**src/rtl/scaling_compression_pipe.sv**
```systemverilog
// Two-stage scaling/compression pipe: per lane, (z + c) mod 2^ALPHA >> (ALPHA-BETA).
// Define SC_ROUND_EN to add a half-LSB bias before the shift (round-to-nearest).
module scaling_compression_pipe #(
  parameter int GAMMA     = 13,
  parameter int ALPHA     = 24,
  parameter int BETA      = 16,
  parameter int LANES     = 4,
  parameter int BLOCK_LEN = 256
) (
  input  logic                   clk,
  input  logic                   rst_n,
  input  logic                   c_load,
  input  logic [ALPHA-1:0]       c_value,
  input  logic                   s_valid,
  output logic                   s_ready,
  input  logic [LANES*GAMMA-1:0] s_data,
  output logic                   m_valid,
  input  logic                   m_ready,
  output logic [LANES*BETA-1:0]  m_data,
  output logic                   m_last
);

  localparam int SHIFT = ALPHA - BETA;
  localparam int BEATS = BLOCK_LEN / LANES;
  localparam int CW    = (BEATS > 1) ? $clog2(BEATS) : 1;
  localparam logic [CW-1:0] TERM = CW'(BEATS - 1);

`ifdef SC_ROUND_EN
  localparam logic [ALPHA-1:0] BIAS = ALPHA'(1) << (SHIFT - 1);
`else
  localparam logic [ALPHA-1:0] BIAS = '0;
`endif

  logic [ALPHA-1:0]       c_q;
  logic [CW-1:0]          cnt_q;
  logic                   s1_valid_q;
  logic                   s1_last_q;
  logic [LANES*ALPHA-1:0] s1_sum_q;
  logic [LANES*ALPHA-1:0] s1_sum_d;
  logic                   m_valid_q;
  logic                   m_last_q;
  logic [LANES*BETA-1:0]  m_data_q;
  logic [LANES*BETA-1:0]  m_data_d;

  logic enable;
  logic s1_adv;
  logic accept;

  // Stage 1 may also refill while stage 2 is stalled, as long as it is empty.
  assign enable  = !m_valid_q | m_ready;
  assign s1_adv  = !s1_valid_q | enable;
  assign s_ready = s1_adv;
  assign accept  = s_valid & s_ready;

  // NOTE: every variable assigned in always_comb gets a default first, so no path
  // leaves it unassigned and no latch is inferred.
  always_comb begin
    s1_sum_d = '0;
    m_data_d = '0;
    for (int i = 0; i < LANES; i++) begin
      s1_sum_d[i*ALPHA +: ALPHA] = ALPHA'(s_data[i*GAMMA +: GAMMA]) + c_q + BIAS;
      m_data_d[i*BETA +: BETA]   = s1_sum_q[i*ALPHA + SHIFT +: BETA];
    end
  end

  // NOTE: sequential state uses non-blocking assignments only, so every register
  // samples the pre-edge values regardless of statement order.
  always_ff @(posedge clk or negedge rst_n) begin
    if (!rst_n) begin
      c_q        <= '0;
      cnt_q      <= '0;
      s1_valid_q <= 1'b0;
      s1_last_q  <= 1'b0;
      s1_sum_q   <= '0;
      m_valid_q  <= 1'b0;
      m_last_q   <= 1'b0;
      m_data_q   <= '0;
    end else begin
      if (c_load) c_q <= c_value;

      if (s1_adv) begin
        s1_valid_q <= accept;
        s1_last_q  <= accept & (cnt_q == TERM);
        if (accept) s1_sum_q <= s1_sum_d;
      end

      if (accept) cnt_q <= (cnt_q == TERM) ? '0 : cnt_q + 1'b1;

      if (enable) begin
        m_valid_q <= s1_valid_q;
        m_last_q  <= s1_valid_q & s1_last_q;
        if (s1_valid_q) m_data_q <= m_data_d;
      end
    end
  end

  assign m_valid = m_valid_q;
  assign m_last  = m_last_q;
  assign m_data  = m_data_q;

endmodule

```
**config.mk**
```make
export PLATFORM = sky130hd
export DESIGN_NAME = scaling_compression_pipe
export DESIGN_NICKNAME = d
export VERILOG_FILES = /design/src/rtl/scaling_compression_pipe.sv
export SDC_FILE = /design/constraint.sdc
export NUM_CORES = 1
export LEC_CHECK = 0
export BUFFER_PORTS_ARGS = -buffer_cell sky130_fd_sc_hd__buf_4
export CAP_MARGIN = 30
export CORE_UTILIZATION = 51
export DETAILED_ROUTE_END_ITERATION = 8
export PLACE_DENSITY_LB_ADDON = 0.1
export SKIP_CTS_REPAIR_TIMING = 1
export SLEW_MARGIN = 0
export SYNTH_ARGS = -nofsm -noshare
export SYNTH_HDL_FRONTEND = slang
export SYNTH_SLANG_ARGS = --single-unit
```
**constraint.sdc**
```tcl
create_clock -name clk -period 2.1 [get_ports clk]
set_input_delay 0 -clock clk [delete_from_list [all_inputs] [get_ports clk]]
set_output_delay 0 -clock clk [all_outputs]
set_load 0.01 [all_outputs]
```
==> results.md <==
* Final ANT Viol Nets at 0
* Avg WL per Cell at approximately 18 µm
* Mapped Area at just over 8000 µm²
* Number of global-route vias before repair at between 6000 and 7000
* Yosys warnings at 0
* CP Class: register to register
* WP data arrival at about 2700 ps
* Die area at approximately 16000 µm²
* Setup violators final at 48
* HP Start: m_ready
* Hold path depth at 5
* CTS H-Tree Depth at 4
* CP most frequent cell: a21o_1
* Worst path cell trace: buf_6, ha_4, a21o_1, a21o_1, a21oi_4, o22ai_4, buf_4, o31ai_4, xor2_1, o21ai_1
* First-pass GRT wire length at 32600 µm
* CTS tree: yes
* Fill count at between 900 and 1000
* Initial Utilization at 53.0%
* Initial drt markers at 427
* Sw Share at ~33%
* CP Capture Type: register
* Post-synthesis cell type count at 61
* CTS root buffer: clkbuf_16
* Core Footprint at 15400 µm²
* Max IR drop VDD at 0.790 mV
* Cell Int Power at around 7.6 mW
* Max cap viols at 0
* Final Cycle Share at 114%
* Critical-path top delay cell: dfrtp_2
* Ys async rst share at 100%
* RR Endpoint: s1_sum_q[69]$_DFFE_PN0P_
* CP required at 2400 ps
* Clk pwr share at between 20% and 30%
* Cell Rows at 45
* Yosys reg bits at 162
* Fin nets at 1109
* Layout cell share with drive strength beyond 1 at 46.7%
* Sequential share of power at 39.9%
* Antenna violations before repair at 0
* Clock transition at the registers of the reported paths at approximately 70 ps
* Ant. Diodes at 0
* DR pass1 iterations at 5
* Status: finished with violations
* I/O pins at 148
* DIE HEIGHT at between 100 and 150 µm
* Reg2reg path depth at 10
* Gr ovfl total at 0
* Final Wtd Congestion at 0.893
* Min-Delay Endpoint: m_last$_DFFE_PN0P_
* Worst Hold Class: input port to register
* CP peak stage delay at 480 ps
* Most frequently used flop master after synthesis: dfrtp_1
* Post-synth top cells: dfrtp_1, mux2_2, nand2_1
* Fin Clk Skew at 10.8 ps
* Register area share after synthesis at between 40% and 50%
* Final WL at 22100 µm
* RSZ-0062 raised after global routing: true
* Reg2reg start: c_q[6]$_DFFE_PN0P_
* NetSw at about 3.7 mW
* Pin count of the biggest net entering global routing at 73
* Post-synth EDFFs at 0
* Leak pwr at ~5.3 nW
* Area growth syn-to-layout at 44.5%
* Total CTS buffers at 17
* Vias per inst at 5.56
* DRC at 0
* Worst Tran Pin Value at 493 ps
* Mapped Avg Cell Area at between 10 and 15 µm²
* CTS sink count at 162
* Hold WS at -8.76 ps
* Clk_lat worst skew at 430 ps
* Min cycle time layout at around 2400 ps
* # port buffers at 147
* Cell taking the most area after synthesis: dfrtp_1
* Cells after synthesis at 726
* Comb power frac at 32.8%
* Hold Vio Cnt, Final at 1
* Syn_nets at 856
* Failing checks: negative hold slack, negative setup slack
* Final HPWL DP at between 15000 and 20000 µm
* Top cell type's share of synthesized area at 49.8%
* CP Launch Type: register
* Vias at 6694
* Final Max Slew Viols at 0
* GR Util All Layers at 25.8%
* Worst slack, placed at -230 ps
* Rel. slew slack at 67.1%
* Synth top area cells: dfrtp_1, mux2_2, ha_1
* Pwr Total at 11.2 mW
* CTS Buffer Depth at 2
* Die width at 128 µm
* Slack of the critical path at -304 ps
* Max Clock Freq at 416 MHz
* Reg2reg setup slack at -300 ps
* Most frequent cell after synthesis: dfrtp_1
* Pwr Density at 953 nW/µm²
* Max FO, Critical Path at 4
-- worst max-delay path by stage --
stage,from,end,cells after the start
after floorplan,c_q[5]$_DFFE_PN0P_,s1_sum_q[47]$_DFFE_PN0P_,9
after global placement,c_q[6]$_DFFE_PN0P_,s1_sum_q[67]$_DFFE_PN0P_,9
after CTS,c_q[7]$_DFFE_PN0P_,s1_sum_q[41]$_DFFE_PN0P_,9
after detailed placement,c_q[6]$_DFFE_PN0P_,s1_sum_q[91]$_DFFE_PN0P_,10
after global routing,c_q[7]$_DFFE_PN0P_,s1_sum_q[93]$_DFFE_PN0P_,10
final,c_q[6]$_DFFE_PN0P_,s1_sum_q[69]$_DFFE_PN0P_,10
-- power groups by stage --
stage / registers, mW / logic (mW) / clock network [mW]
final: 4.48 / 3.67 / 3.07
after global routing: 4.58 / 3.99 / 3.23
after CTS: 4.47 / 3.22 / 3.11
after detailed placement: 4.52 / 3.20 / 0
after global placement: 4.47 / 3.12 / 0
after floorplan: 4.56 / 1.53 / 0
-- cells by family after synthesis --
family,after synthesis,share of synthesized area (%)
xor+xnor,36,3.87
compound gates,164,12.7
simple gates,176,10.7
buf+inv,43,2.27
flops,162,49.8
mux,96,13.1
fa+ha+maj,49,7.53
-- metal layers --
| layer | wire length [µm] | up-vias | GRT usage [%] |
|---|---|---|---|
| met5 | 0 | - | 0 |
| met4 | 344 | 0 | 5.67 |
| met3 | 920 | 28 | 4.91 |
| met2 | 11000 | 184 | 43.5 |
| met1 | 9820 | 3332 | 34.7 |
| li1 | - | 3150 | - |
-- flip-flops by register name (all words and copies together), names as in the netlist --
signal / flops
s1_sum_q: 64
m_last: 1
m_valid: 1
m_data: 64
s1_last_q: 1
s1_valid_q: 1
c_q: 24
cnt_q: 6
-- layout make-up --
cell class / instances / area, µm² / share of cell area [%]
Multi-Input combinational cell: 521 / 4510 / 38.3
Sequential cell: 162 / 4060 / 34.5
Timing Repair Buffer: 271 / 2320 / 19.7
Clock buffer: 17 / 425 / 3.61
Tap cell: 211 / 264 / 2.24
Clock inverter: 15 / 166 / 1.41
Inverter: 6 / 22.5 / 0.191
-- worst max-delay path: cells and delay by family (launching register included) --
family | cells | cell delay (ps)
buf+inv | 2 | 310
flops | 1 | 480
compound gates | 6 | 1010
fa+ha+maj | 1 | 210
xor+xnor | 1 | 250
-- layout by cell type (no fill, tap or decap), drive strengths merged, types with 3 or more instances in the layout --
master / instances
xor2: 15
or3: 8
nor2: 22
a211o: 11
a21oi: 32
nand4: 10
a21o: 12
o21bai: 3
ha: 49
xnor2: 21
o31ai: 7
clkbuf: 18
and3: 6
o21ai: 63
a31oi: 8
o21a: 5
mux2: 87
buf: 243
nand2b: 4
nand3: 24
o211ai: 5
dlygate4sd3: 27
nor2b: 3
nand2: 73
dfrtp: 162
inv: 13
nor3: 7
and2: 6
clkinv: 6
mux2i: 9
a211oi: 5
-- stage by stage --
| stage | hold slack (ps) | utilization [%] | instance area [µm²] | instances | setup TNS [ps] |
|---|---|---|---|---|---|
| after CTS | -566 | 69.3 | 10700 | 1159 | -8260 |
| after global placement | -115 | 65.5 | 10100 | 1127 | -4650 |
| final | -8.76 | 76.6 | 11800 | 1203 | -6520 |
| after detailed placement | -111 | 65.5 | 10100 | 1127 | -6940 |
| after global routing | 1.78 | 76.6 | 11800 | 1203 | -11170 |
| after floorplan | -296 | - | 8170 | 726 | -51.4 |
No activity file was read; power rests on OpenSTA's default activity.
